--- src/rtl/tx_msg_sequencer.sv ---
// tx_msg_sequencer: byte source for the UART transmitter.
// Sends either the switch byte (button_0) or one of NUM_MSG stored
// null-terminated messages (button_1, msg_sel) one byte at a time.
// Supports abort, an acknowledge timeout and busy/done/err status.
//
// Optional build feature: define REPEAT_EN to add the repeat_msg input.
// The port cannot be called "repeat" because that is a reserved word.
// When repeat_msg is high, a finished message restarts from its first byte
// instead of returning to IDLE.
//
// Transmitter handshake:
//   enable is a one-cycle strobe and is issued only while ready=1.
//   data_out becomes valid in the same cycle as enable. It then holds until
//   the next enable. The transmitter acknowledges by dropping ready. It
//   raises ready again once the byte is on the wire. If ready has not fallen
//   within ACK_TIMEOUT cycles of the strobe, err pulses and the send ends.
module tx_msg_sequencer #(
  parameter int DATA_W      = 8,
  parameter int NUM_MSG     = 4,
  parameter int MSG_LEN     = 16,
  parameter int ACK_TIMEOUT = 1024
) (
  input  logic                       clk,
  input  logic                       reset,
  input  logic                       button_0,
  input  logic                       button_1,
  input  logic [$clog2(NUM_MSG)-1:0] msg_sel,
  input  logic [DATA_W-1:0]          data_sw,
  input  logic                       abort,
  input  logic                       ready,
`ifdef REPEAT_EN
  input  logic                       repeat_msg,
`endif
  output logic [DATA_W-1:0]          data_out,
  output logic                       enable,
  output logic                       busy,
  output logic                       done,
  output logic                       err,
  output logic [2:0]                 state_dbg
);

  localparam int SEL_W  = $clog2(NUM_MSG);
  localparam int IDX_W  = $clog2(MSG_LEN);
  localparam int TCNT_W = (ACK_TIMEOUT > 1) ? $clog2(ACK_TIMEOUT) : 1;
  localparam logic [TCNT_W-1:0] TCNT_LAST = TCNT_W'(ACK_TIMEOUT - 1);

  // Message ROM text. Characters are stored MSB-first, as SV string literals are.
  localparam int LEN0 = 11;
  localparam int LEN1 = 9;
  localparam int LEN2 = 4;
  localparam int LEN3 = 5;
  localparam logic [8*LEN0-1:0] MSG0 = "Hello Cari!";
  localparam logic [8*LEN1-1:0] MSG1 = "CST 231\r\n";
  localparam logic [8*LEN2-1:0] MSG2 = "OK\r\n";
  localparam logic [8*LEN3-1:0] MSG3 = "ERR\r\n";

  typedef enum logic [2:0] {
    IDLE     = 3'd0,
    SEND_SW  = 3'd1,
    FETCH    = 3'd2,
    ISSUE    = 3'd3,
    WAIT_ACK = 3'd4,
    WAIT_RDY = 3'd5,
    FINISH   = 3'd6
  } state_t;

  state_t             state;
  logic [SEL_W-1:0]   sel;        // message selected at button_1
  logic [IDX_W-1:0]   idx;        // current character index
  logic [TCNT_W-1:0]  tcnt;       // cycles spent waiting for ready to fall
  logic [DATA_W-1:0]  pend;       // byte waiting to be strobed
  logic               single;     // current send is the lone switch byte
  logic               abort_lat;  // abort seen since leaving IDLE
  logic [7:0]         rom_byte;

  // Look up one ROM character. The last index and anything past a message's
  // own text read as the terminator. Entries beyond msg3 are empty.
  function automatic logic [7:0] rom_char(input logic [SEL_W-1:0] s,
                                          input logic [IDX_W-1:0] i);
    int ii;
    int ss;
    ii = int'(i);
    ss = int'(s);
    rom_char = 8'h00;
    if (ii < MSG_LEN - 1) begin
      case (ss)
        0: if (ii < LEN0) rom_char = MSG0[8*(LEN0-1-ii) +: 8];
        1: if (ii < LEN1) rom_char = MSG1[8*(LEN1-1-ii) +: 8];
        2: if (ii < LEN2) rom_char = MSG2[8*(LEN2-1-ii) +: 8];
        3: if (ii < LEN3) rom_char = MSG3[8*(LEN3-1-ii) +: 8];
        default: rom_char = 8'h00;
      endcase
    end
  endfunction

  // Character addressed by the latched select and the current index.
  always_comb begin
    rom_byte = 8'h00;
    rom_byte = rom_char(sel, idx);
  end

  assign state_dbg = state;

  // Sequencer FSM. Every output is registered here.
  always_ff @(posedge clk or negedge reset) begin
    if (!reset) begin
      state     <= IDLE;
      sel       <= '0;
      idx       <= '0;
      tcnt      <= '0;
      pend      <= '0;
      single    <= 1'b0;
      abort_lat <= 1'b0;
      data_out  <= '0;
      enable    <= 1'b0;
      busy      <= 1'b0;
      done      <= 1'b0;
      err       <= 1'b0;
    end else begin
      enable <= 1'b0;
      done   <= 1'b0;
      err    <= 1'b0;

      // Abort only stops the send at the next byte boundary, so it is
      // remembered until the sequencer returns to IDLE.
      if (state != IDLE && abort) abort_lat <= 1'b1;

      case (state)
        IDLE: begin
          abort_lat <= 1'b0;
          if (button_0) begin
            pend   <= data_sw;
            single <= 1'b1;
            state  <= SEND_SW;
            busy   <= 1'b1;
          end else if (button_1) begin
            sel    <= msg_sel;
            idx    <= '0;
            single <= 1'b0;
            state  <= FETCH;
            busy   <= 1'b1;
          end
        end

        SEND_SW: begin
          if (ready) begin
            data_out <= pend;
            enable   <= 1'b1;
            tcnt     <= '0;
            state    <= WAIT_ACK;
          end
        end

        FETCH: begin
          if (rom_byte == 8'h00) begin
            state <= FINISH;
          end else begin
            pend  <= DATA_W'(rom_byte);
            state <= ISSUE;
          end
        end

        ISSUE: begin
          if (ready) begin
            data_out <= pend;
            enable   <= 1'b1;
            tcnt     <= '0;
            state    <= WAIT_ACK;
          end
        end

        WAIT_ACK: begin
          if (!ready) begin
            state <= WAIT_RDY;
          end else if (tcnt == TCNT_LAST) begin
            err       <= 1'b1;
            state     <= IDLE;
            busy      <= 1'b0;
            abort_lat <= 1'b0;
          end else begin
            tcnt <= tcnt + 1'b1;
          end
        end

        WAIT_RDY: begin
          if (ready) begin
            if (single || abort_lat || abort) begin
              state <= FINISH;
            end else begin
              idx   <= idx + 1'b1;
              state <= FETCH;
            end
          end
        end

        FINISH: begin
          done      <= 1'b1;
          state     <= IDLE;
          busy      <= 1'b0;
          abort_lat <= 1'b0;
`ifdef REPEAT_EN
          if (repeat_msg && !single && !abort_lat && !abort) begin
            idx   <= '0;
            state <= FETCH;
            busy  <= 1'b1;
          end
`endif
        end

        default: begin
          state <= IDLE;
          busy  <= 1'b0;
        end
      endcase
    end
  end

endmodule

--- config.mk ---
export PLATFORM = sky130hd
export DESIGN_NAME = tx_msg_sequencer
export DESIGN_NICKNAME = d
export VERILOG_FILES = /design/src/rtl/tx_msg_sequencer.sv
export SDC_FILE = /design/constraint.sdc
export NUM_CORES = 1
export LEC_CHECK = 0
export CORE_MARGIN = 2
export CORE_UTILIZATION = 50
export CTS_CLUSTER_SIZE = 20
export DETAILED_ROUTE_END_ITERATION = 6
export DONT_BUFFER_PORTS = 1
export PLACE_DENSITY_LB_ADDON = 0.05
export SETUP_SLACK_MARGIN = 0.3
export SLEW_MARGIN = 20
export SYNTH_ARGS = -nofsm -noshare
export SYNTH_HDL_FRONTEND = slang
export SYNTH_SLANG_ARGS = --single-unit
--- constraint.sdc ---
create_clock -name clk -period 4.4 [get_ports clk]
set_input_delay 0.88 -clock clk [delete_from_list [all_inputs] [get_ports clk]]
set_output_delay 0.88 -clock clk [all_outputs]
set_load 0.005 [all_outputs]
== Word-level counts from Yosys, hierarchy flattened ==
Index checks and enable logic that the tools add are counted.
Storage, ports and cells
  register bits after elaboration: 41
  bits of input ports: 16
  output and inout port bits: 15
  word-level logic and storage cells: 117
Operators by class
  add/subtract/negate cells: 6
  $lt $le $gt $ge: 5
  equality and inequality tests: 22
  shifts and indexed selects: 4
  muxes and demuxes: 44
  bitwise logic cells: 2
  reduce and logical (&&, ||, !) cells: 22
Operators with widths (number)
  indexed part select 88 x 8 -> 8 bit, first input constant: 1
  indexed part select 72 x 8 -> 8 bit, first input constant: 1
  2-to-1 mux 8 bit: 7
  indexed part select 40 x 8 -> 8 bit, first input constant: 1
  one-hot mux 8 bit (4 select lines): 1
  indexed part select 32 x 8 -> 8 bit, first input constant: 1
  2-to-1 mux 10 bit: 3
  2-to-1 mux 3 bit: 8
  one-hot mux 10 bit (2 select lines): 1
  != test 2 bit, second input constant: 9
  2-to-1 mux 4 bit: 4
  one-hot mux 8 bit (2 select lines): 1
  2-to-1 mux 1 bit: 15
  one-hot mux 3 bit (5 select lines): 1
  < comparator 4 bit, second input constant: 3
  AND reduction 4 bit: 3
  adder 10 x 1 -> 10 bit, second input constant: 1
  == test 10 bit, second input constant: 1
  subtractor 4 x 4 -> 5 bit, first input constant: 2
  == test 3 bit, second input constant: 3
  logical NOT 8 bit: 1
  < comparator 4 x 3 -> 1 bit, second input constant: 2
  one-hot mux 4 bit (2 select lines): 1
  nonzero test 2 bit: 4
  22 further kinds: 30

== Logic depth before layout (Yosys ltp) ==
  word-level depth: 8
  depth in mapped cells: 12
  gate-level depth less buffers: 10

== Worst setup path before layout ==
OpenSTA, ideal clock, no wires.
  path type: flip-flop to flip-flop
  start point: register idx[0]
  end point: register pend[2]
  library setup time: 0.125 ns
  data arrival time: 2.913 ns
  required time: 4.275 ns
  slack: 1.362 ns
  cell stages (with the launch flop): 13
  path buffers: 2
  period minus slack after synthesis: 3.038 ns
  cell sequence: dfrtp_1 > buf_4 > inv_1 > ha_1 > buf_2 > nand2_1 > a2111oi_0 > a2111oi_0 > a211oi_2 > a211oi_2 > o2111ai_2 > a21oi_4 > mux2_4
Between the ends
  cells in the longest elaborated chain, start to end: 8
  elaborated cells between the ends (all ways): 24
Ends and longest elaborated chain
  start, declared: line 69  | logic [IDX_W-1:0] idx;
  start signal, assigned: line 190  | idx <= idx + 1'b1;
  subtractor 4 x 4 -> 5 bit (tied with other cells): line 87  | 0: if (ii < LEN0) rom_char = MSG0[8*(LEN0-1-ii) +: 8];
  indexed part select 88 x 8 -> 8 bit (tied with other cells): line 87
  2-to-1 mux 8 bit (on tied branches)
  one-hot mux 8 bit (4 select lines): line 86  | case (ss)
  2-to-1 mux 8 bit *: line 85  | if (ii < MSG_LEN - 1) begin
  logical NOT 8 bit: line 155  | if (rom_byte == 8'h00) begin
  != test 2 bit (no line)
  AND reduction 3 bit (no line)
  end signal, assigned: line 132  | pend <= data_sw;
  end signal, assigned: line 158  | pend <= DATA_W'(rom_byte);
  end, declared: line 71  | logic [DATA_W-1:0] pend;
Mark *: on every way between the ends. The rest lies on a longest branch, timed or not. The select of a mux whose other input is x is not followed.
A chain may end at the register's enable or synchronous reset.

== Worst setup path after layout ==
  start point: register idx[3]
  end point: register pend[2]
Same word-level chain as after synthesis.

==> results_dict.tcl <==
set metrics [dict create \
    status "finished clean" \
    coreArea_um2 5540 \
    layout_min_cycle_time_ns 3.406 \
    regToRegStartpoint "idx[3]" \
    drt_iter0_markers 118 \
    layout_commonest_cell "dfrtp_1" \
    nets 339 \
    dr.pass1.iters 4 \
    endpoint_kind "register" \
    max_slew_margin_pct 45.24 \
    drc 0 \
    p_int_mw 1.194 \
    worstSetupPathType "register to register" \
    routed-wl-met2_um 2874 \
    startpoint_type "register" \
    clkPwrFrac_pct 14.1 \
    antenna_found_initial 0 \
    synth_area_per_cell_um2 8.890 \
    crit_chain "inv_2 > ha_1 > mux2i_1 > a2111oi_2 > nor2b_1 > o311ai_0 > and2_1 > o2111ai_2 > a21oi_4 > mux2_4" \
    synth-seq-area-share_pct 35.73 \
    rows 27 \
    grtUsageTotal_pct 21.50 \
    yosys.area.top_type "dfrtp_1" \
    slew_violations 0 \
    postSynth.asyncResetShare_pct 100.0 \
    p_leak_nw 1.275 \
    vias 2307 \
    synth.distinct_cells 68 \
    hold_viol_final 0 \
    synthCells 323 \
    fp.dieH_um 79.78 \
    whs_ns 0.2738 \
    wl_met1_um 3067 \
    synth_edf_count 0 \
    num_antenna_cells 0 \
    regArea_um2 1026 \
    ios 31 \
    pwr-share-comb_pct 54.7 \
    finalSetupViolCount 0 \
    final_cell_mix "dfrtp_1, nor2_1, nand2_1, o21ai_0, a21oi_1" \
    cts-buffers-inserted 5 \
    seqPwrFrac_pct 31.2 \
    place.gp.congestion 0.9092 \
    wire_per_inst_um 16.48 \
    ys_top_cells_by_area "dfrtp_1, mux2_2, nor2_1" \
    finalSetupTns_ns 0 \
    cpMaxStageDelayCell "dfrtp_1" \
    p_sw_uw 954.9 \
    grt_pass1_vias 2164 \
    cts-resized-gates 0 \
    hpwl_um 4636 \
    p_per_area_nw_per_um2 713.1 \
    max_stage_delay_ns 0.89 \
    synthFlopType "dfrtp_1" \
    cts.sinks 41 \
    clock_path_buffers 2 \
    multi_input_area_um2 1703 \
    ys_seq_elements 41 \
    synth_top_area_share_pct 35.73 \
    wl_met3_um 335 \
    max_freq_ghz 0.2936 \
    die_width_um 79.78 \
    synth_warnings 0 \
    holdBufCountCts 0 \
    postRouteAntennaNets 0 \
    fillers 531 \
    overflow 0 \
    clkTransAtPathRegs_ns 0.09 \
    crit_start "idx[3]" \
    routed.top_layer "met4" \
    p_sw_share_pct 44.43 \
    syn_to_final_growth_pct 4.967 \
    grt_pass1_wl_um 10700 \
    initial_core_util_pct 51.83 \
    syn_nets 346 \
    period_share_pct 77.41 \
    ir_worst_vdd_mv 0.2645 \
    port_buffers 0 \
    grt_max_degree 42 \
    critPathMaxFanout 26 \
    tightestPinTransition_ns 0.8215 \
    maxCapViolCount 0 \
    drive_gt1_share_pct 12.93 \
    syn_area_um2 2872 \
    wirelength_um 6409 \
    cts_tree "done" \
    grt_setup_unrepaired "false" \
    skew_ns 0.01156 \
    post_cts_buffers 0 \
    insertion_delay_ns 0.29 \
    hp-class "input pin to asynchronous set/reset pin" \
    dieArea_um2 6365 \
    worstPathRequired_ns 4.58 \
    root_buffer "clkbuf_8" \
    cp.arrival_ns 3.59 \
    vias_per_cell 5.931 \
    h-tree-depth 2 \
]
flip-flops by register name (all words and copies together), names as in the netlist:
register and cells:
tcnt 10, data_out 8, pend 8, idx 4
state_dbg 3, sel 2, abort_lat 1, busy 1
done 1, enable 1, err 1, single 1
critical path: cells and delay by family (launching register included):
| kind | cells | cell delay, ns |
|---|---|---|
| buffers and inverters | 1 | 0.21 |
| AO/OA/AOI/OAI | 4 | 0.97 |
| AND/OR/NAND/NOR | 2 | 0.39 |
| multiplexers | 2 | 0.54 |
| adder cells (fa/ha/maj) | 1 | 0.28 |
| flip-flops | 1 | 0.89 |
cells by family (layout without fill, tap and decap cells):
group	after synthesis	in the layout	synth area share [%]
muxes	18	18	7.015
AOI/OAI and AO/OA	80	80	21.18
adders and majority gates	7	7	3.050
and+or+nand+nor	129	129	22.92
buffers and inverters	32	26	4.967
xor gates and xnor gates	16	16	5.142
DFF	41	41	35.73
path summary, 6_finish.rpt:
path	to	slack (ns)	depth (start not counted)
setup / recovery	pend[2]	0.99	10
hold / removal	data_out[5]	0.27	0
setup reg to reg	pend[2]	0.99	10
hold reg to reg	pend[1]	0.50	1
max in group asynchronous	state_dbg[2]	4.04	0
min in group clk	pend[1]	0.50	1
final cells by class:
cell class              instances  share of cell area (%)
repair buffers                  4                  0.9963
flip-flops and latches         41                   34.04
multi-input cells             250                   56.50
inverters                      14                   1.743
well taps                      72                   2.989
clock buffers                   5                   2.283
clock inverters                 3                   1.453
synthesized netlist by cell type (all sizes together) (2+ instances only):
master / n
buf: 10
mux2: 14
nor2b: 10
and2: 8
inv: 14
a211oi: 6
nand2b: 5
nand2: 28
nor4b: 2
dfrtp: 41
a21o: 3
nor2: 36
a21oi: 17
a221oi: 3
and3: 5
or3: 3
mux2i: 4
a2111oi: 3
clkbuf: 8
nor3: 11
o21ai: 17
a21boi: 2
nand4: 5
nor4bb: 2
o31ai: 3
a31oi: 3
nand3: 6
xor2: 5
xnor2: 11
a22oi: 2
a221o: 2
ha: 7
or2: 4
o2111ai: 2
power by group through the flow:
| stage | clock network [mW] | registers, mW | logic (mW) |
|---|---|---|---|
| global route | 0.325 | 0.698 | 1.30 |
| finish | 0.303 | 0.672 | 1.18 |
| CTS | 0.312 | 0.673 | 1.17 |
| floorplan | 0 | 0.598 | 1.02 |
| detailed placement | 0 | 0.680 | 1.16 |
| global placement | 0 | 0.679 | 1.17 |
per-stage QoR:
stage               instance area, µm²  instances  setup slack, ns  power (mW)  util, %
floorplan                         2872        323            1.362       1.614        -
global placement                  2902        381            1.073       1.845    52.37
detailed placement                2902        381            1.035       1.839    52.37
CTS                               3014        389            1.011       2.150    54.40
global route                      3014        389           0.6505       2.326    54.40
finish                            3014        389           0.9940       2.149    54.40
per-layer routing:
metal / track usage, % / up-vias
met5: 0 / -
met4: 6.780 / 0
met3: 4.186 / 12
met2: 31.76 / 68
met1: 31.76 / 1079
li1: - / 1148
Power figures use the tool's default switching activity.
